===== config.mk =====
export PLATFORM = sky130hd
export DESIGN_NAME = updown_count_controller
export DESIGN_NICKNAME = d
export VERILOG_FILES = /design/src/rtl/updown_count_controller_pkg.sv /design/src/rtl/updown_count_controller_repeat_timer.sv /design/src/rtl/updown_count_controller.sv
export SDC_FILE = /design/constraint.sdc
export NUM_CORES = 1
export LEC_CHECK = 0
export ABC_AREA = 1
export BUFFER_PORTS_ARGS = -buffer_cell sky130_fd_sc_hd__buf_2
export CORE_MARGIN = 10
export CORE_UTILIZATION = 60
export CTS_CLUSTER_DIAMETER = 30
export DETAILED_ROUTE_END_ITERATION = 10
export HOLD_SLACK_MARGIN = 0.02
export MAX_ROUTING_LAYER = met4
export PLACE_DENSITY_LB_ADDON = 0.12
export RECOVER_POWER = 50
export SETUP_SLACK_MARGIN = 0.2
export SLEW_MARGIN = 20
export SYNTH_ARGS = -nofsm -noshare
export SYNTH_HDL_FRONTEND = slang
export SYNTH_SLANG_ARGS = --single-unit

===== constraint.sdc =====
create_clock -name clock -period 2.2 [get_ports clock]
set_input_delay 0.22 -clock clock [delete_from_list [all_inputs] [get_ports clock]]
set_output_delay 0.22 -clock clock [all_outputs]
set_load 0.02 [all_outputs]

===== src/rtl/updown_count_controller_pkg.sv =====
// Shared state encoding, step direction codes and sizing helper for the
// up/down count controller and its repeat timer.
package updown_count_controller_pkg;

    typedef enum logic [2:0] {
        IDLE     = 3'd0,
        INC_HOLD = 3'd1,
        INC_REP  = 3'd2,
        DEC_HOLD = 3'd3,
        DEC_REP  = 3'd4,
        LOCK     = 3'd5
    } state_t;

    typedef enum logic [1:0] {
        DIR_NONE = 2'd0,
        DIR_UP   = 2'd1,
        DIR_DOWN = 2'd2
    } dir_t;

    // Enough bits to hold the largest terminal count (longest interval - 1).
    function automatic int timer_width(input int hold_cycles, input int repeat_cycles);
        int longest;
        longest = (hold_cycles > repeat_cycles) ? hold_cycles : repeat_cycles;
        return (longest > 2) ? $clog2(longest) : 1;
    endfunction

endpackage


===== src/rtl/updown_count_controller_repeat_timer.sv =====
// Hold / auto-repeat interval timer: counts while run is high and pulses
// expire on the last cycle of the selected interval, then starts over.
module repeat_timer
    import updown_count_controller_pkg::*;
#(
    parameter int HOLD_CYCLES   = 50000000,
    parameter int REPEAT_CYCLES = 10000000
) (
    input  logic clock,
    input  logic reset,
    input  logic run,
    input  logic restart,
    input  logic hold_select,
    output logic expire
);

    localparam int TIMER_W = timer_width(HOLD_CYCLES, REPEAT_CYCLES);
    localparam logic [TIMER_W-1:0] HOLD_LAST   = TIMER_W'(HOLD_CYCLES - 1);
    localparam logic [TIMER_W-1:0] REPEAT_LAST = TIMER_W'(REPEAT_CYCLES - 1);

    logic [TIMER_W-1:0] timer;
    logic [TIMER_W-1:0] last;

    assign last   = hold_select ? HOLD_LAST : REPEAT_LAST;
    assign expire = run && !restart && (timer == last);

    always_ff @(posedge clock or posedge reset) begin
        if (reset) begin
            timer <= '0;
        end else if (restart || expire) begin
            timer <= '0;
        end else if (run) begin
            timer <= timer + TIMER_W'(1);
        end
    end

endmodule


===== src/rtl/updown_count_controller.sv =====
// Turns debounced increase/decrease button levels into a bounded up/down
// count with press arbitration, hold-to-auto-repeat and wrap/saturate limits.
module updown_count_controller
    import updown_count_controller_pkg::*;
#(
    parameter int WIDTH         = 7,
    parameter int MAX_VALUE     = 127,
    parameter int HOLD_CYCLES   = 50000000,
    parameter int REPEAT_CYCLES = 10000000,
    parameter int WRAP          = 1
) (
    input  logic             reset,
    input  logic             clock,
    input  logic             inc_level,
    input  logic             dec_level,
    input  logic             clear,
    output logic [WIDTH-1:0] count,
    output logic             step_inc,
    output logic             step_dec,
    output logic             at_max,
    output logic             at_min,
    output logic             active
);

    localparam logic [WIDTH-1:0] MAX_COUNT = WIDTH'(MAX_VALUE);

    state_t state;
    dir_t   step_dir;
    logic   inc_prev;
    logic   dec_prev;
    logic   inc_rise;
    logic   dec_rise;
    logic   owner_held;
    logic   hold_phase;
    logic   timer_restart;
    logic   timer_expire;

    function automatic logic [WIDTH-1:0] next_up(input logic [WIDTH-1:0] value);
        return (value == MAX_COUNT) ? '0 : value + WIDTH'(1);
    endfunction

    function automatic logic [WIDTH-1:0] next_down(input logic [WIDTH-1:0] value);
        return (value == '0) ? MAX_COUNT : value - WIDTH'(1);
    endfunction

    // In saturate mode a step at the limit is swallowed entirely (no pulse).
    function automatic logic can_move_up(input logic [WIDTH-1:0] value);
        return (WRAP != 0) || (value != MAX_COUNT);
    endfunction

    function automatic logic can_move_down(input logic [WIDTH-1:0] value);
        return (WRAP != 0) || (value != '0);
    endfunction

    assign inc_rise = inc_level && !inc_prev;
    assign dec_rise = dec_level && !dec_prev;

    always_comb begin
        owner_held = 1'b0;
        case (state)
            INC_HOLD, INC_REP: owner_held = inc_level;
            DEC_HOLD, DEC_REP: owner_held = dec_level;
            default:           owner_held = 1'b0;
        endcase
    end

    assign hold_phase    = (state == INC_HOLD) || (state == DEC_HOLD);
    assign timer_restart = clear || !owner_held;

    repeat_timer #(
        .HOLD_CYCLES   (HOLD_CYCLES),
        .REPEAT_CYCLES (REPEAT_CYCLES)
    ) u_repeat_timer (
        .clock       (clock),
        .reset       (reset),
        .run         (owner_held),
        .restart     (timer_restart),
        .hold_select (hold_phase),
        .expire      (timer_expire)
    );

    // A rise of the non-owning button while the owner is held never steps.
    always_comb begin
        step_dir = DIR_NONE;
        case (state)
            IDLE: begin
                if (inc_rise && !dec_rise) begin
                    step_dir = DIR_UP;
                end else if (dec_rise && !inc_rise) begin
                    step_dir = DIR_DOWN;
                end
            end
            INC_HOLD, INC_REP: if (timer_expire) step_dir = DIR_UP;
            DEC_HOLD, DEC_REP: if (timer_expire) step_dir = DIR_DOWN;
            default:           step_dir = DIR_NONE;
        endcase
    end

    always_ff @(posedge clock or posedge reset) begin
        if (reset) begin
            state    <= IDLE;
            inc_prev <= 1'b0;
            dec_prev <= 1'b0;
            count    <= '0;
            step_inc <= 1'b0;
            step_dec <= 1'b0;
        end else begin
            inc_prev <= inc_level;
            dec_prev <= dec_level;
            step_inc <= 1'b0;
            step_dec <= 1'b0;
            if (clear) begin
                count <= '0;
                state <= (inc_level || dec_level) ? LOCK : IDLE;
            end else begin
                case (state)
                    IDLE: begin
                        if (inc_rise && dec_rise) begin
                            state <= LOCK;
                        end else if (inc_rise) begin
                            state <= INC_HOLD;
                        end else if (dec_rise) begin
                            state <= DEC_HOLD;
                        end
                    end
                    INC_HOLD, INC_REP: begin
                        if (!inc_level) begin
                            state <= dec_level ? LOCK : IDLE;
                        end else if (timer_expire) begin
                            state <= INC_REP;
                        end
                    end
                    DEC_HOLD, DEC_REP: begin
                        if (!dec_level) begin
                            state <= inc_level ? LOCK : IDLE;
                        end else if (timer_expire) begin
                            state <= DEC_REP;
                        end
                    end
                    LOCK: begin
                        if (!inc_level && !dec_level) begin
                            state <= IDLE;
                        end
                    end
                    default: state <= IDLE;
                endcase

                case (step_dir)
                    DIR_UP: begin
                        if (can_move_up(count)) begin
                            count    <= next_up(count);
                            step_inc <= 1'b1;
                        end
                    end
                    DIR_DOWN: begin
                        if (can_move_down(count)) begin
                            count    <= next_down(count);
                            step_dec <= 1'b1;
                        end
                    end
                    default: ;
                endcase
            end
        end
    end

    assign at_max = (count == MAX_COUNT);
    assign at_min = (count == '0);
    assign active = (state != IDLE);

endmodule


; Yosys cells after proc, flatten, opt, wreduce, memory -nomap -nowiden
; Cells that the tools add are included.
[word_totals]
latchBits = 0
ram_bits = 0
mem_count = 0
reg_bits = 40
elab_cells = 81
inputBits = 5
romBits = 0
output_inout_bits = 12
[op_classes]
reduce_logical = 28
muxes = 30
div = 0
eq_ne = 13
n_mul = 0
addsub = 3
n_shift = 0
n_bitwise = 0
order_cmp = 0
[op_table]
columns = cell, count
row1 = 26-bit 2-to-1 mux, 3
row2 = 3-bit 2-to-1 mux, 12
row3 = "26-bit by 1-bit adder with 26-bit output, second input constant", 1
row4 = 26-bit == test, 1
row5 = 7-bit 2-to-1 mux, 3
row6 = 7-bit case mux with 2 select lines, 1
row7 = 3-bit case mux with 4 select lines, 1
row8 = 1-bit logical AND, 8
row9 = 1-bit logical NOT, 8
row10 = "4-bit by 3-bit != test with 1-bit output, second input constant", 2
row11 = "7-bit by 1-bit adder with 7-bit output, second input constant", 1
row12 = "7-bit == test, second input constant", 1
row13 = 7-bit logical NOT, 1
row14 = "7-bit by 1-bit subtractor with 7-bit output, second input constant", 1
row15 = "3-bit by 2-bit == test with 1-bit output, second input constant", 2
row16 = "3-bit == test, second input constant", 2
row17 = 2-bit 2-to-1 mux, 3
row18 = 2-bit case mux with 3 select lines, 1
row19 = 3-bit nonzero test, 2
row20 = 1-bit 2-to-1 mux, 5
row21 = "5-bit != test, second input constant", 1
row22 = 1-bit logical OR, 4
row23 = 4-bit AND reduction, 1
row24 = 2-bit OR reduction, 2
row25 = 7 further kinds, 7

; Logic depth before layout (Yosys ltp)
; Gate-level depths: netlist of the first run.
[depth]
word_depth = 13
ltp_mapped = 13
mapped_depth_nobuf = 13

; By module
; A second synthesis of the first run with hierarchy kept.
[hier_totals]
hier_cells = 454
area_unflattened_um2 = 2935.3
[by_module_without_submodules]
columns = mod, area_per_inst_um2, instances, cells_each
row1 = repeat_timer, 1720.4, 1, 260
row2 = updown_count_controller, 1214.9, 1, 194

; Worst setup path after synthesis of the first run
; Ideal clock, no wire load.
[synth_path]
kind = register to register
startpoint = reg count[0]
endpoint = reg count[5]
period_less_slack_ps = 1870
t_arrival_ps = 1754
required_ps = 2083
stages_incl_launch_ff = 11
n_path_buf = 0
setup_time_ps = 117
slack_ps = 330
path_cell_list = dfrtp_1 -> ha_1 -> nand2_1 -> nor2_1 -> nand3_1 -> nor2_1 -> nor3_1 -> nand4_1 -> nand2_1 -> nand2_1 -> nand2_1
[synth_via]
elab_chain_len = 4
[synth_rtl]
columns = element, line
row1 = from (decl), updown_count_controller.sv:17  ; output logic [WIDTH-1:0] count,
row2 = from (signal assigned), updown_count_controller.sv:151  ; count <= next_up(count);
row3 = from (signal assigned), updown_count_controller.sv:157  ; count <= next_down(count);
row4 = 7-bit == test, n/a
row5 = via at_max, updown_count_controller.sv:20  ; output logic at_max,
row6 = 7-bit 2-to-1 mux, updown_count_controller.sv:39  ; return (value == MAX_COUNT) ? '0 : value + WIDTH'(1);
row7 = 7-bit case mux with 2 select lines, updown_count_controller.sv:148  ; case (step_dir)
row8 = 7-bit 2-to-1 mux, updown_count_controller.sv:112  ; if (clear) begin
; The timed path passes the listed nets, and every way through them passes these cells.
; A chain may end at the register's enable or synchronous reset.

; Worst setup path after layout of the first run
[layout_path]
startpoint = reg count[0]
endpoint = out at_max
[layout_via]
elab_chain_len = 1
[layout_rtl]
columns = element, line
row1 = 7-bit == test, updown_count_controller.sv:167  ; assign at_max = (count == MAX_COUNT);
row2 = to (decl), updown_count_controller.sv:20
; No other way between the ends.

==> run metrics, run 1 <==
run status completed; Max clock buf depth 2; row count 24; vias after detailed routing 2477; hold violation total from the final report 0; area grow syn2layout 11.14%; Unique masters post-synth 34; first-pass GRT wire length 10.37 mm; fill count 370; power after layout 2267 uW; worst hold slack 0.1368 ns; Worst slew margin 0.3221; register area 0.001001 mm^2; Crit Path Max Fanout 7; Tightest Pin Transition 1.017 ns; WP data required 1.98 ns; Synth Area in XOR/XNOR 0.04605; RSZ-0062 raised after global routing true; CTS tree built; Multi-input gate area 0.001510 mm^2; critical path endpoint category output pin; CTS H-tree depth 2; worst-skew pair later-pin latency 0.30 ns; DR WL/cell 13.73 um; die height 86.62 um; drt drc 0; total clock sinks 40; syn nets 369; number of global-route vias before repair 2270; hpwl dp 4.259 mm; setup clock skew after layout 0.01029 ns; 1st-pass router iterations 5; Root Buffer clkbuf_8; Syn Inst Count 361; final number of max-transition violations 0; FF-to-FF setup slack 0.32 ns; commonest cells after routing, fill and taps aside nand2_1 (80), nor2_1 (53), dfrtp_1 (40); ANT cells 0; I/O pin count 17; # port buffers 16; grt total ovfl 0; worst hold path type in -> reg; Max Cap Violations 0; Synth Area in Simple Gates 0.4492; Hold-fix buffers, CTS 0; CTS clk-pin slew, worst paths 0.07 ns; Synth Area per Inst 7.375 um^2; DIE WIDTH 86.62 um; post-synthesis sequential area ratio 0.3759; fmax 514.6 MHz; Final TNS setup 0 ns; Inserted Clock Buffers 5; main combinational cell family by area after synthesis simple AND/OR/NAND/NOR gates; period utilization 0.8834; flops & latches, synth 40; Synth Area in Adders 0.01410; Initial Util 0.6157; Final ANT Viol Nets 0; vias per cell 5.604; count of final setup violators 0; Synth Area in Compound Gates 0.04276; commonest non-fill, non-tap cell in the layout nand2_1; Placer Congestion 0.9451; final wirelength 6.068 mm; Finished Cell Area 0.002959 mm^2; nets@finish 397; initial antenna violation count 0; critical path class reg -> out; post-route minimum period 1.943 ns; PD cells 766.3 mW/mm^2; Total GRT Usage 0.1726; Worst setup SP type register; Core ar. 0.004324 mm^2; LEAKAGE 0.001356 uW; first-iteration detailed-routing DRC count 191; share of layout cells above drive strength 1 0.1718; multiplexer share of the synthesized area 0; Mapped Area 0.002663 mm^2; largest net degree at the start of global routing 41; Yosys warning total 0; die area 0.007502 mm^2; VDD IR max 0.4489 mV; CP arrival 1.72 ns; post-place instance area 0.002790 mm^2
logic make-up (layout without fill, tap and decap cells):
| kind of cell | after synthesis | after routing |
|---|---|---|
| buf+inv | 48 | 75 |
| simple gates | 235 | 237 |
| compound gates | 21 | 21 |
| flops | 40 | 40 |
| fa+ha+maj | 3 | 3 |
| xor+xnor | 14 | 14 |
state kept, by name, summed over array words and instances, names as in the netlist:
register              cells
step_dec                  1
inc_prev                  1
dec_prev                  1
step_inc                  1
state                     3
count                     7
u_repeat_timer.timer     26
synth_stat cells, drive strengths merged:
cell type,number,area share
nand2,91,0.15
nor2,66,0.12
inv,43,0.061
dfrtp,40,0.38
nand3,33,0.077
nor3,15,0.030
nand4,14,0.035
xor2,13,0.043
o21ai,11,0.022
a21oi,8,0.015
nor3b,6,0.019
nor4,6,0.014
buf,4,0.0094
ha,3,0.014
nand3b,3,0.0085
a211oi,1,0.0028
clkinv,1,0.0019
o21a,1,0.0028
or2,1,0.0024
xnor2,1,0.0033
cell type report:
cell class / count / area share
repair buffers: 23 / 0.04186
flip-flops and latches: 40 / 0.3383
well taps: 52 / 0.02199
inverters: 44 / 0.05624
clock inverters: 2 / 0.003383
clock buffers: 6 / 0.02791
multi-input cells: 275 / 0.5104
what timing repair did:
action | CTS | global route
endpoints found under the setup margin | 1 | 19
gates cloned | 1 | 1
hold endpoints to repair | 0 | 0
setup buffers | 0 | 6
resized for setup | 0 | 7
pin swaps | 0 | 2
routing by layer:
layer  track usage  part of all wire  vias to the layer above
met5             -                 0                        -
met4       0.04418             0.013                        0
met3       0.03659             0.053                       15
met2        0.2805              0.49                       92
met1        0.2128              0.44                     1143
li1              -                 -                     1227
worst max-delay path: stages (launching register included):
cell and delay, ns:
dfrtp_1 0.45, ha_1 0.23, nand2_1 0.08, nor2_2 0.14
nand3_1 0.15, nor2_1 0.19, buf_2 0.20
where the power goes:
group	switching [uW]	internal, uW
sequential	71.6	796
clock	266	251
combinational	596	287
worst paths after layout:
| kind | cells after the start | endpoint | start |
|---|---|---|---|
| max in group asynchronous | 3 | u_repeat_timer.timer[9]$_DFFE_PP0P_ | reset |
| worst max register to register | 12 | state[2]$_DFFE_PP0P_ | u_repeat_timer.timer[0]$_DFFE_PP0P_ |
| worst min-delay path | 1 | inc_prev$_DFF_PP0_ | inc_level |
| worst max-delay path | 6 | at_max | count[0]$_DFFE_PP0P_ |
| min in group asynchronous | 3 | u_repeat_timer.timer[21]$_DFFE_PP0P_ | reset |
| worst min register to register | 2 | u_repeat_timer.timer[0]$_DFFE_PP0P_ | u_repeat_timer.timer[0]$_DFFE_PP0P_ |
metrics by stage:
| stage | instances | util | setup slack (ns) |
|---|---|---|---|
| floorplan | 361 | - | 0.3297 |
| global placement | 426 | 0.6453 | 0.3081 |
| global route | 442 | 0.6843 | 0.1179 |
| finish | 442 | 0.6843 | 0.2566 |
| detailed placement | 426 | 0.6453 | 0.2161 |
| CTS | 435 | 0.6690 | 0.2177 |
(Power assumes the default switching activity.)
==> inputs of run 2 (changes only) <==
MAX_ROUTING_LAYER = default   (was met4)
==> run 2 against run 1 <==
Global-route usage decreased by 0.59 points. Final area increased by 1.1%. Combinational power decreased by 2%. Largest power group is now registers. Non-clock buffer count decreased by 2. First-iteration DRC count decreased by 1.0%. Clock-buffer cell count increased by 1.
==> run metrics, run 2 (synthesis gave the netlist of run 1 again) <==
die height 86.62 um (unchanged); 1st-pass router iterations 5 (unchanged); CP arrival 1.66 ns (-0.06 ns); worst-skew pair later-pin latency 0.29 ns (about the same); period utilization 0.8531 (-0.03031); max FFs per register 26 (unchanged); final number of max-transition violations 0 (unchanged); worst hold path type in -> reg; commonest non-fill, non-tap cell in the layout nand2_1; most frequent CP cell nor2_2; nets@finish 394 (-0.76%); final wirelength 6.080 mm (+0.20%); drt drc 0 (unchanged); CTS tree built; power after layout 2398 uW (+5.8%); grt total ovfl 0 (unchanged); DR WL/cell 13.85 um (+0.88%); post-route minimum period 1.877 ns (-0.06668 ns); critical path class reg -> out; row count 24 (unchanged); largest net degree at the start of global routing 41 (unchanged); family with the most delay on the worst path simple AND/OR/NAND/NOR gates; Slowest cell on crit path dfrtp_1; setup clock skew after layout 0.006795 ns (-0.003494 ns); hpwl dp 4.296 mm (+0.88%); Initial Util 0.6157 (unchanged); Max clock buf depth 2 (unchanged); share of layout cells above drive strength 1 0.1731 (+0.001332); Worst slew margin 0.3351 (+0.01302); vias after detailed routing 2429 (-1.9%); VDD IR max 0.5262 mV (+17%); Placed Cells 427 (+0.23%); Final TNS setup 0 ns (unchanged); fmax 532.8 MHz (+3.6%); WP data required 1.98 ns (about the same); count of final setup violators 0 (unchanged); initial antenna violation count 0 (unchanged); run status completed; WP buf/inv 1 (unchanged); Placer Congestion 0.9112 (-3.6%); Final ANT Viol Nets 0 (unchanged); Inserted Clock Buffers 5 (unchanged); CTS H-tree depth 2 (unchanged); crit-path cells ha_1 -> nand2_1 -> nor2_2 -> nand3_2 -> nor2_2 -> buf_2; Non-Filler Instances 439 (-0.68%); RSZ-0062 raised after global routing false; Total GRT Usage 0.1667 (-0.005949); critical path endpoint category output pin; CTS clk-pin slew, worst paths 0.08 ns (about the same); I/O pin count 17 (unchanged); ANT cells 0 (unchanged); total clock sinks 40 (unchanged); area grow syn2layout 12.36%; Tightest Pin Transition 0.9973 ns (-0.01954 ns); hold violation total from the final report 0 (unchanged); Hold-fix buffers, CTS 0 (unchanged); commonest cells after routing, fill and taps aside nand2_1 (79), nor2_1 (52), dfrtp_1 (40); Crit Path Max Fanout 7 (unchanged); first-pass GRT wire length 10.45 mm (+0.73%); Root Buffer clkbuf_8; largest registers u_repeat_timer.timer x26, count x7, state x3; number of global-route vias before repair 2331 (+2.7%); crit-path max cell delay 0.45 ns (about the same); # port buffers 16 (unchanged); Worst setup SP type register; Largest Register u_repeat_timer.timer; DIE WIDTH 86.62 um (unchanged); PD cells 801.5 mW/mm^2 (+4.6%); LEAKAGE 0.001366 uW (+0.67%); die area 0.007502 mm^2 (unchanged); vias per cell 5.533 (-1.3%); Core ar. 0.004324 mm^2 (unchanged); first-iteration detailed-routing DRC count 189 (-1.0%); Max Cap Violations 0 (unchanged)
-- run 2: final cells by class --
type,count,area (um^2)
Tap cell,52,65.06
Inverter,44,166.4
Clock inverter,1,30.03
Multi-Input combinational cell,274,1511
Sequential cell,40,1001
Fill cell,365,1333
Timing Repair Buffer,21,121.4
Clock buffer,7,96.34
-- run 2: report_power, final --
group          total, uW  switching, uW  internal, uW
clock network        666            266           401
logic                866            583           283
registers            866           69.7           796
total               2400            919          1480
-- run 2: what timing repair did --
action                     in CTS  in global routing
buffers inserted                0                  3
setup endpoints to repair       0                 18
resized for setup               0                  9
-- run 2: path summary, 6_finish.rpt --
| kind | cells past startpoint | from | to | slack (ns) |
|---|---|---|---|---|
| worst max-delay path | 6 | count[0]$_DFFE_PP0P_ | at_max | 0.32 |
| worst max register to register | 12 | u_repeat_timer.timer[0]$_DFFE_PP0P_ | state[0]$_DFFE_PP0P_ | 0.40 |
| worst min-delay path | 1 | inc_level | inc_prev$_DFF_PP0_ | 0.14 |
| max in group asynchronous | 3 | reset | count[5]$_DFFE_PP0P_ | 1.36 |
| min in group asynchronous | 3 | reset | count[6]$_DFFE_PP0P_ | 0.22 |
| worst min register to register | 1 | u_repeat_timer.timer[0]$_DFFE_PP0P_ | u_repeat_timer.timer[0]$_DFFE_PP0P_ | 0.47 |
-- run 2: metrics by stage --
step | hold slack, ns | instance area, um^2 | util | worst slack (ns)
after floorplan | 0.2514 | 2663 | - | 0.3297
after global placement | 0.3654 | 2798 | 0.6470 | 0.3261
after detailed placement | 0.3744 | 2798 | 0.6470 | 0.2610
after CTS | 0.05193 | 2924 | 0.6762 | 0.2173
after global routing | 0.1404 | 2992 | 0.6918 | 0.1997
final | 0.1380 | 2992 | 0.6918 | 0.3233
-- run 2: metal layers --
metal | wire [um] | track usage | vias to the layer above
met1 | 2743 | 0.1965 | 1120
met2 | 2912 | 0.2926 | 72
met3 | 229 | 0.03096 | 19
met4 | 194 | 0.06038 | 0
li1 | - | - | 1218
met5 | 0 | 0 | -
==> inputs of run 3 (changes only) <==
ABC_AREA = default   (was 1)
SYNTH_HIERARCHICAL = 1   (was default)
==> run 3 against run 2 <==
Synthesized cell count down 17%. Core utilization rose by 20 points. Clock skew down 0.00077 ns. Critical path depth increased by 7. Final area grew 30%. Sequential share of layout area is 7.7 points lower. Via count grew 22%. The run now ends with negative setup slack left. Hold slack better by 0.19 ns. Sequential power increased by 0.5%. Non-clock buffer count rose by 71.
==> run metrics, run 3 <==
commonest non-fill, non-tap cell in the layout buf_4; area grow syn2layout 43.99%; worst hold path type in -> reg; multiplexer share of the synthesized area 0.01479 (+0.01479); violated checks negative setup slack; WP data required 2.41 ns (+0.43 ns); die height 87.18 um (+0.65%); M1 WL 3.539 mm (+29%); CP Launch Point state[0]$_DFFE_PP0P_; Syn Inst Count 300 (-17%); vias after detailed routing 2967 (+22%); Root Buffer clkbuf_8; power after layout 2710 uW (+13%); top cells by count, synth dfrtp_1 (40), nand2_1 (24), nor3_1 (18); total clock sinks 40 (unchanged); HP Start inc_level; syn nets 309 (-16%); period utilization 1.350 (+0.4971); Finished Cell Area 0.003899 mm^2 (+30%); final wirelength 9.374 mm (+54%); hold violation total from the final report 0 (unchanged); first-iteration detailed-routing DRC count 361 (+91%); LEAKAGE 0.001579 uW (+16%); RSZ-0062 raised after global routing true; grt total ovfl 0 (unchanged); max layer used met4; CTS tree built; Worst slew margin 0.03057 (-0.3046); CTS clk-pin slew, worst paths 0.08 ns (about the same); Max Cap Violations 0 (unchanged); DIE WIDTH 87.18 um (+0.65%); # port buffers 16 (unchanged); critical path class reg -> reg; final number of max-transition violations 0 (unchanged); count of final setup violators 37 (+37); FFs w/ async S/R, synth 1.000 (unchanged); PD cells 695.1 mW/mm^2 (-13%); Yosys warning total 6 (+6); most frequent CP cell buf_4; share of layout cells above drive strength 1 0.4259 (+0.2528); post-place instance area 0.003217 mm^2 (+15%); Initial Util 0.6218 (+0.006098); pre-CTS setup slack -0.6568 ns (-0.9178 ns); cell with the most instances after synthesis dfrtp_1; Synth Area in Adders 0.01848 (+0.004387); Met2 Wirelength 4.688 mm (+61%); largest registers u_repeat_timer/timer x26, count x7, state x3; fmax 336.7 MHz (-37%); CTS H-tree depth 2 (unchanged); Crit Path Max Fanout 7 (unchanged); r2r startpoint state[0]$_DFFE_PP0P_; initial antenna violation count 0 (unchanged); setup ws final -0.7704 ns (-1.094 ns); Synth Area in Simple Gates 0.3013 (-0.1480); Synth Area in Compound Gates 0.1835 (+0.1407); Unique masters post-synth 55 (+62%); vias per cell 6.900 (+25%); post-synthesis sequential area ratio 0.3697 (-0.006254); crit-path max cell delay 0.45 ns (about the same); main combinational cell family by area after synthesis simple AND/OR/NAND/NOR gates; ANT cells 0 (unchanged); I/O pin count 17 (unchanged); die area 0.007599 mm^2 (+1.3%); drt drc 0 (unchanged); ys flop type dfrtp_1; DR WL/cell 21.80 um (+57%); run status complete, but fails checks; Largest Register u_repeat_timer/timer; number of global-route vias before repair 2868 (+23%); nets@finish 386 (-2.0%); post-synth top area cell dfrtp_1; first-pass GRT wire length 13.66 mm (+31%); critical path endpoint category register; worst hold slack 0.3231 ns (+0.1851 ns); Core ar. 0.004354 mm^2 (+0.69%); FF-to-FF setup slack -0.77 ns (-1.17 ns); CP arrival 3.18 ns (+1.52 ns); flops & latches, synth 40 (unchanged); Placer Congestion 0.9309 (+2.2%); Inserted Clock Buffers 5 (unchanged); top cell type's share of synthesized area 0.3697 (-0.006254); Tightest Pin Transition 1.454 ns (+0.4569 ns); max FFs per register 26 (unchanged); 1st-pass router iterations 5 (unchanged); Worst setup SP type register; crit-path cells buf_6 -> buf_4 -> nor3_4 -> or3_4 -> and4_4 -> nand3_4 -> a2111oi_4 -> nand2b_4 -> o32ai_4 -> buf_4 -> and3_4 -> o22ai_2 -> o31ai_1; largest net degree at the start of global routing 27 (-34%); post-route minimum period 2.970 ns (+1.094 ns); Met3 Routed Length 711 um (+210%); VDD IR max 0.6262 mV (+19%); Slowest cell on crit path a2111oi_4; row count 24 (unchanged); commonest cells after routing, fill and taps aside buf_4 (55), dfrtp_1 (38), nand2_1 (21); worst-skew pair later-pin latency 0.30 ns (about the same); Max clock buf depth 2 (unchanged); Synth Area per Inst 9.025 um^2 (+22%); setup clock skew after layout 0.006030 ns (-0.0007651 ns); Synth Area in XOR/XNOR 0.04852 (+0.002469); Mapped Area 0.002708 mm^2 (+1.7%); hpwl dp 4.810 mm (+12%); largest cells by area after synthesis dfrtp_1 (37%), a211oi_1 (4.2%), o31ai_1 (4.2%), or4_1 (4.2%), nor3_1 (3.3%); Total GRT Usage 0.2201 (+0.05342); Final ANT Viol Nets 0 (unchanged); Post-synth EDFFs 0 (unchanged)
run 3: cell count changes in the layout (fill, tap and decap cells not counted), sizes merged, moves of 8 or more:
| cell | before | now |
|---|---|---|
| a211oi | 1 | 15 |
| buf | 15 | 87 |
| inv | 43 | 11 |
| nand2 | 91 | 24 |
| nand3 | 34 | 11 |
| nor2 | 66 | 15 |
| o31ai | 0 | 15 |
| or4 | 0 | 16 |
| xnor2 | 1 | 9 |
run 3: final timing paths:
check	depth (start not counted)	to
worst min register to register	1	count[4]$_DFFE_PP0P_
max in group asynchronous	4	u_repeat_timer/timer[19]$_DFFE_PP0P_
worst max-delay path	13	count[4]$_DFFE_PP0P_
min in group asynchronous	3	count[6]$_DFFE_PP0P_
worst max register to register	13	count[4]$_DFFE_PP0P_
worst min-delay path	2	inc_prev$_DFF_PP0_
run 3: repair_timing:
item,in CTS,in global routing
pin swaps,19,14
resized for setup,47,33
endpoints found under the hold margin,40,0
gates cloned,3,0
setup buffers,13,5
hold buffers,1,0
setup endpoints to repair,38,39
run 3: metrics by stage:
step,util,setup TNS [ns],cells
finish,0.8954,-18.76,430
floorplan,-,-12.57,300
global placement,0.7388,-12.88,400
CTS,0.8500,-14.76,425
detailed placement,0.7388,-14.42,400
global route,0.8954,-20.90,430
run 3: report_power, final:
| part | switching [uW] | internal (uW) | leakage (uW) | total (uW) |
|---|---|---|---|---|
| Clock | 285 | 336 | 0.0000541 | 621 |
| Combinational | 687 | 531 | 0.000982 | 1220 |
| Sequential | 85.0 | 785 | 0.000544 | 870 |
| Total | 1060 | 1650 | 0.00158 | 2710 |
run 3: layout make-up:
| cell class | count | area, um^2 |
|---|---|---|
| Multi-Input combinational cell | 227 | 1887 |
| Fill cell | 175 | 455.4 |
| Inverter | 11 | 43.79 |
| Tap cell | 52 | 65.06 |
| Sequential cell | 40 | 1003 |
| Clock buffer | 5 | 68.82 |
| Clock inverter | 3 | 42.54 |
| Timing Repair Buffer | 92 | 788.3 |
run 3: kinds of logic (layout without fill, tap and decap cells):
logic type | after synthesis | count (layout)
mux | 4 | 4
xor+xnor | 15 | 15
simple gates | 140 | 140
buf+inv | 33 | 111
flops | 40 | 40
fa+ha+maj | 4 | 4
compound gates | 64 | 64
run 3: layer usage:
layer  GRT usage  vias to the layer above
li1            -                     1283
met1      0.2549                     1425
met2      0.3877                      201
met3     0.03558                       58
met4     0.09710                        0
met5           0                        -
run 3: worst max-delay path, delay by kind of cell (launching register included):
kind	cells	cell delay, ns
DFF	1	0.42
buffers and inverters	3	0.48
and+or+nand+nor	6	1.03
AOI/OAI and AO/OA	4	0.94
